===== config.mk =====
export PLATFORM = sky130hd
export DESIGN_NAME = pipeline_subtractor_top
export DESIGN_NICKNAME = d
export VERILOG_FILES = /design/src/rtl/pipeline_subtractor_pkg.sv /design/src/rtl/nadder.sv /design/src/rtl/pipe_sub_stage.sv /design/src/rtl/pipeline_subtractor_top.sv
export SDC_FILE = /design/constraint.sdc
export NUM_CORES = 1
export LEC_CHECK = 0
export CELL_PAD_IN_SITES_DETAIL_PLACEMENT = 0
export CELL_PAD_IN_SITES_GLOBAL_PLACEMENT = 1
export CORE_MARGIN = 2
export CORE_UTILIZATION = 30
export CTS_BUF_LIST = sky130_fd_sc_hd__clkbuf_16
export DETAILED_ROUTE_END_ITERATION = 6
export PLACE_DENSITY = 0.56
export SLEW_MARGIN = 5
export SYNTH_ARGS = -nofsm -noshare
export SYNTH_HDL_FRONTEND = slang
export SYNTH_HIERARCHICAL = 1
export SYNTH_SLANG_ARGS = --single-unit

===== constraint.sdc =====
create_clock -name clk -period 2.8 [get_ports clk]
set_input_delay 0.42 -clock clk [delete_from_list [all_inputs] [get_ports clk]]
set_output_delay 0.42 -clock clk [all_outputs]
set_load 0.005 [all_outputs]

===== src/rtl/pipeline_subtractor_pkg.sv =====
// Shared helpers for the pipelined subtractor: parameter legality check and slice sizing.
package pipeline_subtractor_pkg;

  // Width must split evenly into a non-zero number of slices.
  function automatic bit cfg_legal(input int dwidth, input int num_stages);
    return (num_stages >= 1) && (dwidth >= 1) && ((dwidth % num_stages) == 0);
  endfunction

  // Slice width; falls back to full width so an illegal config still elaborates far enough to report.
  function automatic int slice_width(input int dwidth, input int num_stages);
    return (num_stages >= 1) ? (dwidth / num_stages) : dwidth;
  endfunction

endpackage


===== src/rtl/nadder.sv =====
// Combinational W-bit adder with carry in/out; used for each subtractor slice.
module nadder #(
  parameter int W = 4
) (
  input  logic [W-1:0] a,
  input  logic [W-1:0] b,
  input  logic         cin,
  output logic [W-1:0] sum,
  output logic         cout
);

  assign {cout, sum} = {1'b0, a} + {1'b0, b} + {{W{1'b0}}, cin};

endmodule


===== src/rtl/pipe_sub_stage.sv =====
// One pipeline register stage: computes its slice of a - b and carries the rest forward.
module pipe_sub_stage #(
  parameter int DWIDTH    = 8,
  parameter int SLICE     = 4,
  parameter int STAGE_IDX = 0
) (
  input  logic              clk,
  input  logic              rstn,
  input  logic              i_en,
  input  logic              i_valid,
  input  logic [DWIDTH-1:0] i_diff,
  input  logic [DWIDTH-1:0] i_a,
  input  logic [DWIDTH-1:0] i_b,
  input  logic              i_carry,
  output logic              o_valid,
  output logic [DWIDTH-1:0] o_diff,
  output logic [DWIDTH-1:0] o_a,
  output logic [DWIDTH-1:0] o_b,
  output logic              o_carry
);

  localparam int LO = STAGE_IDX * SLICE;

  logic [SLICE-1:0]  w_b_inv;
  logic [SLICE-1:0]  w_sum;
  logic              w_cout;
  logic [DWIDTH-1:0] w_diff_next;

  logic              r_valid;
  logic [DWIDTH-1:0] r_diff;
  logic [DWIDTH-1:0] r_a;
  logic [DWIDTH-1:0] r_b;
  logic              r_carry;

  // a - b on this slice as a + ~b + carry_in
  assign w_b_inv = ~i_b[LO +: SLICE];

  nadder #(.W(SLICE)) u_nadder (
    .a    (i_a[LO +: SLICE]),
    .b    (w_b_inv),
    .cin  (i_carry),
    .sum  (w_sum),
    .cout (w_cout)
  );

  // Merge this slice's result into the partial difference from earlier stages.
  always_comb begin
    w_diff_next             = i_diff;
    w_diff_next[LO +: SLICE] = w_sum;
  end

  // Stage register; holds everything while the pipeline is stalled.
  // Carry resets to 1 so the derived borrow output reads 0 out of reset.
  always_ff @(posedge clk or negedge rstn) begin
    if (!rstn) begin
      r_valid <= 1'b0;
      r_diff  <= '0;
      r_a     <= '0;
      r_b     <= '0;
      r_carry <= 1'b1;
    end else if (i_en) begin
      r_valid <= i_valid;
      r_diff  <= w_diff_next;
      r_a     <= i_a;
      r_b     <= i_b;
      r_carry <= w_cout;
    end
  end

  assign o_valid = r_valid;
  assign o_diff  = r_diff;
  assign o_a     = r_a;
  assign o_b     = r_b;
  assign o_carry = r_carry;

endmodule


===== src/rtl/pipeline_subtractor_top.sv =====
// Pipelined subtractor: Diff = in1 - in2, Borrow = (in1 < in2), one slice per cycle, with backpressure.
module pipeline_subtractor_top
  import pipeline_subtractor_pkg::*;
#(
  parameter int DWIDTH     = 8,
  parameter int NUM_STAGES = 2
) (
  input  logic              clk,
  input  logic              rstn,
  input  logic [DWIDTH-1:0] in1,
  input  logic [DWIDTH-1:0] in2,
  input  logic              ivalid,
  input  logic              oready,
  output logic [DWIDTH-1:0] Diff,
  output logic              Borrow,
  output logic              ovalid,
  output logic              busy
);

  localparam int SLICE = slice_width(DWIDTH, NUM_STAGES);

  if (!cfg_legal(DWIDTH, NUM_STAGES)) begin : g_cfg_error
    $error("pipeline_subtractor_top: DWIDTH must be a multiple of NUM_STAGES and NUM_STAGES >= 1");
  end

  // Element k is the input of stage k; element NUM_STAGES is the output of the last stage.
  logic              w_valid [0:NUM_STAGES];
  logic [DWIDTH-1:0] w_diff  [0:NUM_STAGES];
  logic [DWIDTH-1:0] w_a     [0:NUM_STAGES];
  logic [DWIDTH-1:0] w_b     [0:NUM_STAGES];
  logic              w_carry [0:NUM_STAGES];
  logic              w_stall;

  // Stage 0 takes operands straight from the ports; carry in of 1 completes the two's complement.
  assign w_valid[0] = ivalid;
  assign w_diff[0]  = '0;
  assign w_a[0]     = in1;
  assign w_b[0]     = in2;
  assign w_carry[0] = 1'b1;

  // A held result at the output freezes the whole pipeline.
  assign w_stall = w_valid[NUM_STAGES] & ~oready;

  for (genvar gi = 0; gi < NUM_STAGES; gi++) begin : g_stage
    pipe_sub_stage #(
      .DWIDTH    (DWIDTH),
      .SLICE     (SLICE),
      .STAGE_IDX (gi)
    ) u_stage (
      .clk     (clk),
      .rstn    (rstn),
      .i_en    (~w_stall),
      .i_valid (w_valid[gi]),
      .i_diff  (w_diff[gi]),
      .i_a     (w_a[gi]),
      .i_b     (w_b[gi]),
      .i_carry (w_carry[gi]),
      .o_valid (w_valid[gi+1]),
      .o_diff  (w_diff[gi+1]),
      .o_a     (w_a[gi+1]),
      .o_b     (w_b[gi+1]),
      .o_carry (w_carry[gi+1])
    );
  end

  assign Diff   = w_diff[NUM_STAGES];
  assign Borrow = ~w_carry[NUM_STAGES];
  assign ovalid = w_valid[NUM_STAGES];
  assign busy   = w_stall;

endmodule

# [Word-level counts from Yosys, hierarchy flattened]
# Cells that the tools add are included.
[word_totals] register_bits=32 latch_bits=0 mem_bits_rw=0 rom_bits=0 output_inout_bits=11 memories=0
[op_classes] n_addsub=4 multipliers=0 div=0 order_cmp=0 eq_ne=0 shifts=0 mux=0 bitwise=5 n_reduce_logical=0
[op_table] operator="$add 4x4->5" count=2
[op_table] operator="$not 4->4" count=2
[op_table] operator="$add 5x1->5" count=1
[op_table] operator="$add 5x1->5 const B" count=1
[op_table] operator="$not 1->1" count=2
[op_table] operator="$and 1x1->1" count=1

# [Longest topological paths before layout]
[logic_depth] ltp_word=3 mapped_depth=8 ltp_nobuf=8

# [Cells and area by module]
# Netlist, hierarchy kept.
[modules_own_cells] module="pipe_sub_stage" n_inst=2 cells_per_inst=59 area_per_inst_um2=1086.0 seq_area_each_um2=651.9
[modules_own_cells] module="nadder" n_inst=2 cells_per_inst=16 area_per_inst_um2=143.9 seq_area_each_um2=0.0
[modules_own_cells] module="pipeline_subtractor_top" n_inst=1 cells_per_inst=5 area_per_inst_um2=23.8 seq_area_each_um2=0.0

# [Worst setup path after synthesis]
# Ideal clock, no wire load.
[synth_timing] path_kind="input to register" from="input port in2[0]" to="register g_stage[0].u_stage.r_carry" setup_time_ns=0.082 arrival_time_ns=1.586 path_slack_ns=1.132 stages=8 path_buffers=0 cell_sequence="inv_1 > fa_1 > inv_1 > fa_1 > nor2b_1 > o21ai_0 > nand2b_1 > mux2_2"
[synth_between] elab_chain_cells=3
[synth_rtl] item="from (decl)" line_no="pipeline_subtractor_top.sv:11" rtl="input logic [DWIDTH-1:0] in2,"
[synth_rtl] item="$not 4->4" line_no="pipe_sub_stage.sv:36" rtl="assign w_b_inv = ~i_b[LO +: SLICE];"
[synth_rtl] item="$add 4x4->5" line_no="nadder.sv:12" rtl="assign {cout, sum} = {1'b0, a} + {1'b0, b} + {{W{1'b0}}, cin};"
[synth_rtl] item="$add 5x1->5" line_no="nadder.sv:12"
[synth_rtl] item="via g_stage[0].u_stage.w_cout" line_no="pipe_sub_stage.sv:26" rtl="logic w_cout;"
[synth_rtl] item="to (signal assigned)" line_no="pipe_sub_stage.sv:66" rtl="r_carry <= w_cout;"
[synth_rtl] item="to (decl)" line_no="pipe_sub_stage.sv:33" rtl="logic r_carry;"
# The timed path passes the listed nets, and every way through them passes these cells.
# A chain may end at the register's enable or synchronous reset.

# [Worst setup path after layout]
[layout_timing] from="input port in2[0]" to="register g_stage[0].u_stage.r_carry"
[layout_between] elab_chain_cells=3
[layout_rtl] item="$not 4->4" line_no="pipe_sub_stage.sv:36"
[layout_rtl] item="via g_stage[0].u_stage.w_b_inv[0]" line_no="pipe_sub_stage.sv:24" rtl="logic [SLICE-1:0] w_b_inv;"
[layout_rtl] item="$add 4x4->5" line_no="nadder.sv:12"
[layout_rtl] item="$add 5x1->5" line_no="nadder.sv:12"
[layout_rtl] item="via g_stage[0].u_stage.w_cout" line_no="pipe_sub_stage.sv:26"
# The timed path passes the listed nets, and every way through them passes these cells.

==> results.sh <==
export IMPL_crit_type="input pin to register"
export IMPL_power_density_nw_per_um2=732
export IMPL_yosysWarnings=6
export IMPL_power_switching_mw=0.313
export IMPL_post_route_period_util_pct=69.7
export IMPL_hold_path_class="register to register"
export IMPL_crit_arrival_ps=2130
export IMPL_clock_path_buffers=2
export IMPL_cpPeakStageDelay_ps=450
export IMPL_cp_required_ps=2980
export IMPL_cts_buffers_inserted=3
export IMPL_slowest_stage="clkdlybuf4s50_1"
export IMPL_gp_congestion=0.675
export IMPL_die_area_um2=5070
export IMPL_cts_max_level=1
export IMPL_drt_iter0_markers=18
export IMPL_cts_resized=0
export IMPL_initial_core_util_pct=31.1
export IMPL_grt_max_degree=25
export IMPL_vias=741
export IMPL_clk_pin_slew_ps=60
export IMPL_fin_nets=160
export IMPL_grt_pass1_wl_um=3570
export IMPL_internal_power_mw=0.955
export IMPL_antenna_found_initial=0
export IMPL_syn_inst=97
export IMPL_rows=24
export IMPL_peakVddDrop_v=0.000304
export IMPL_rsz0062_at_grt="no"
export IMPL_wl_um=2120
export IMPL_cts_tree="done"
export IMPL_crit_fanout=2
export IMPL_setup_viol=0
export IMPL_cp_cell_sequence="clkdlybuf4s50_1, inv_1, fa_1, inv_1, fa_1, nor2b_1, o21ai_0, nand2b_1, mux2_2"
export IMPL_tns_ps=0
export IMPL_outcome="finished, final reports clean"
export IMPL_antenna_left=0
export IMPL_p_clk_share_pct=23.5
export IMPL_grt_pass1_vias=808
export IMPL_cts_hold_buffers=0
export IMPL_detail_route_wl_per_cell_um=11.8
export IMPL_syn2layout_area_growth_pct=28.1
export IMPL_firstDrtPassIters=3
export IMPL_seq_power_share_pct=40.1
export IMPL_cts_sinks=24
export IMPL_die_w_um=71.2
export IMPL_p_leak_nw=0.836
export IMPL_core_area_um2=4350
export IMPL_synth_area_per_cell_um2=14.0
export IMPL_finClkSkew_ps=2.01
export IMPL_hold_viol=0
export IMPL_synthesis_nets=127
export IMPL_synthesis_area_um2=1350
export IMPL_switching_share_pct=24.7
export IMPL_portBuffers=30
export IMPL_fmax_mhz=513
export IMPL_setup_slack_ps=849
export IMPL_end_kind="register"
export IMPL_overflow=0
export IMPL_drv_slew=0
export IMPL_cts_setup_buffers=0
export IMPL_p_comb_share_pct=36.5
export IMPL_via_per_inst=4.12
export IMPL_whs_ps=504
export IMPL_clk_insertion_delay_late_ps=250
export IMPL_cap_violations=0
export IMPL_drc=0
export IMPL_pre_cts_ws_ps=567
export IMPL_die_h_um=71.2
export IMPL_boundaryPins=31
export IMPL_grt_usage_pct=9.00
export IMPL_hpwl_um=1620
export IMPL_fin_crit_ps=1950
export IMPL_final_layout_size_suffix_gt1_share_pct=26.6
export IMPL_cts_root_buffer="clkbuf_16"
export IMPL_cp_start_kind="input pin"
export IMPL_diodes=0
-- path summary, 6_finish.rpt --
path                                                    from                      endpoint  slack (ps)  cells past startpoint
worst max-delay path                                  in2[0]    g_stage[0].u_stage/o_carry         850                      9
max in group asynchronous                               rstn    g_stage[1].u_stage/o_carry        1990                      2
worst min-delay path            g_stage[0].u_stage/o_diff[2]  g_stage[1].u_stage/o_diff[2]         500                      1
worst max register to register     g_stage[0].u_stage/o_a[4]    g_stage[1].u_stage/o_carry        1060                      7
worst min register to register  g_stage[0].u_stage/o_diff[2]  g_stage[1].u_stage/o_diff[2]         500                      1
min in group asynchronous                               rstn     g_stage[0].u_stage/o_b[4]         520                      2
-- registers in the layout, summed over array words and instances (netlist names) --
| name | flops |
|---|---|
| g_stage.u_stage/o_a | 4 |
| g_stage.u_stage/o_b | 4 |
| g_stage.u_stage/o_carry | 2 |
| g_stage.u_stage/o_diff | 12 |
| g_stage.u_stage/o_valid | 2 |
-- critical path: cells and delay by family --
family | cells | cell delay [ps]
and+or+nand+nor | 2 | 120
adders and majority gates | 2 | 610
AOI/OAI and AO/OA | 1 | 140
muxes | 1 | 260
buffers and inverters | 3 | 580
-- layout make-up --
cell class / count / area (µm²)
fill: 394 / 2620
multi-input combinational: 51 / 604
sequential: 24 / 603
timing repair buffer: 33 / 323
clock buffer: 3 / 75.1
tap: 52 / 65.1
inverter: 17 / 63.8
-- power groups by stage --
stage	registers, mW	logic (mW)	clock network, mW
final	0.508	0.463	0.298
after global placement	0.513	0.463	0
after global routing	0.520	0.504	0.329
after floorplan	0.507	0.298	0
after detailed placement	0.516	0.467	0
after CTS	0.511	0.472	0.310
-- layer usage --
metal | up-vias | wire, µm | global-route usage, %
li1 | 370 | - | -
met1 | 356 | 986 | 11.4
met2 | 13 | 1050 | 14.7
met3 | 2 | 59 | 2.99
met4 | 0 | 20 | 2.52
met5 | - | 0 | 0
-- through the flow --
stage / util, % / instances / power [mW] / cell area [µm²]
after global routing: 39.8 / 180 / 1.35 / 1730
after global placement: 38.1 / 177 / 0.976 / 1660
after detailed placement: 38.1 / 177 / 0.983 / 1660
after floorplan: - / 97 / 0.806 / 1350
after CTS: 39.8 / 180 / 1.29 / 1730
final: 39.8 / 180 / 1.27 / 1730
-- cells in the final DEF (no fill, tap or decap), drive strengths merged --
cell	n
mux2	24
clkbuf	3
dfstp	2
a21oi	2
inv	17
nand2b	3
dfrtp	22
nor2b	3
o21ai	2
a21o	2
xnor2	4
clkdlybuf4s50	30
buf	3
conb	1
ha	6
fa	4
Power figures use the tool's default switching activity.
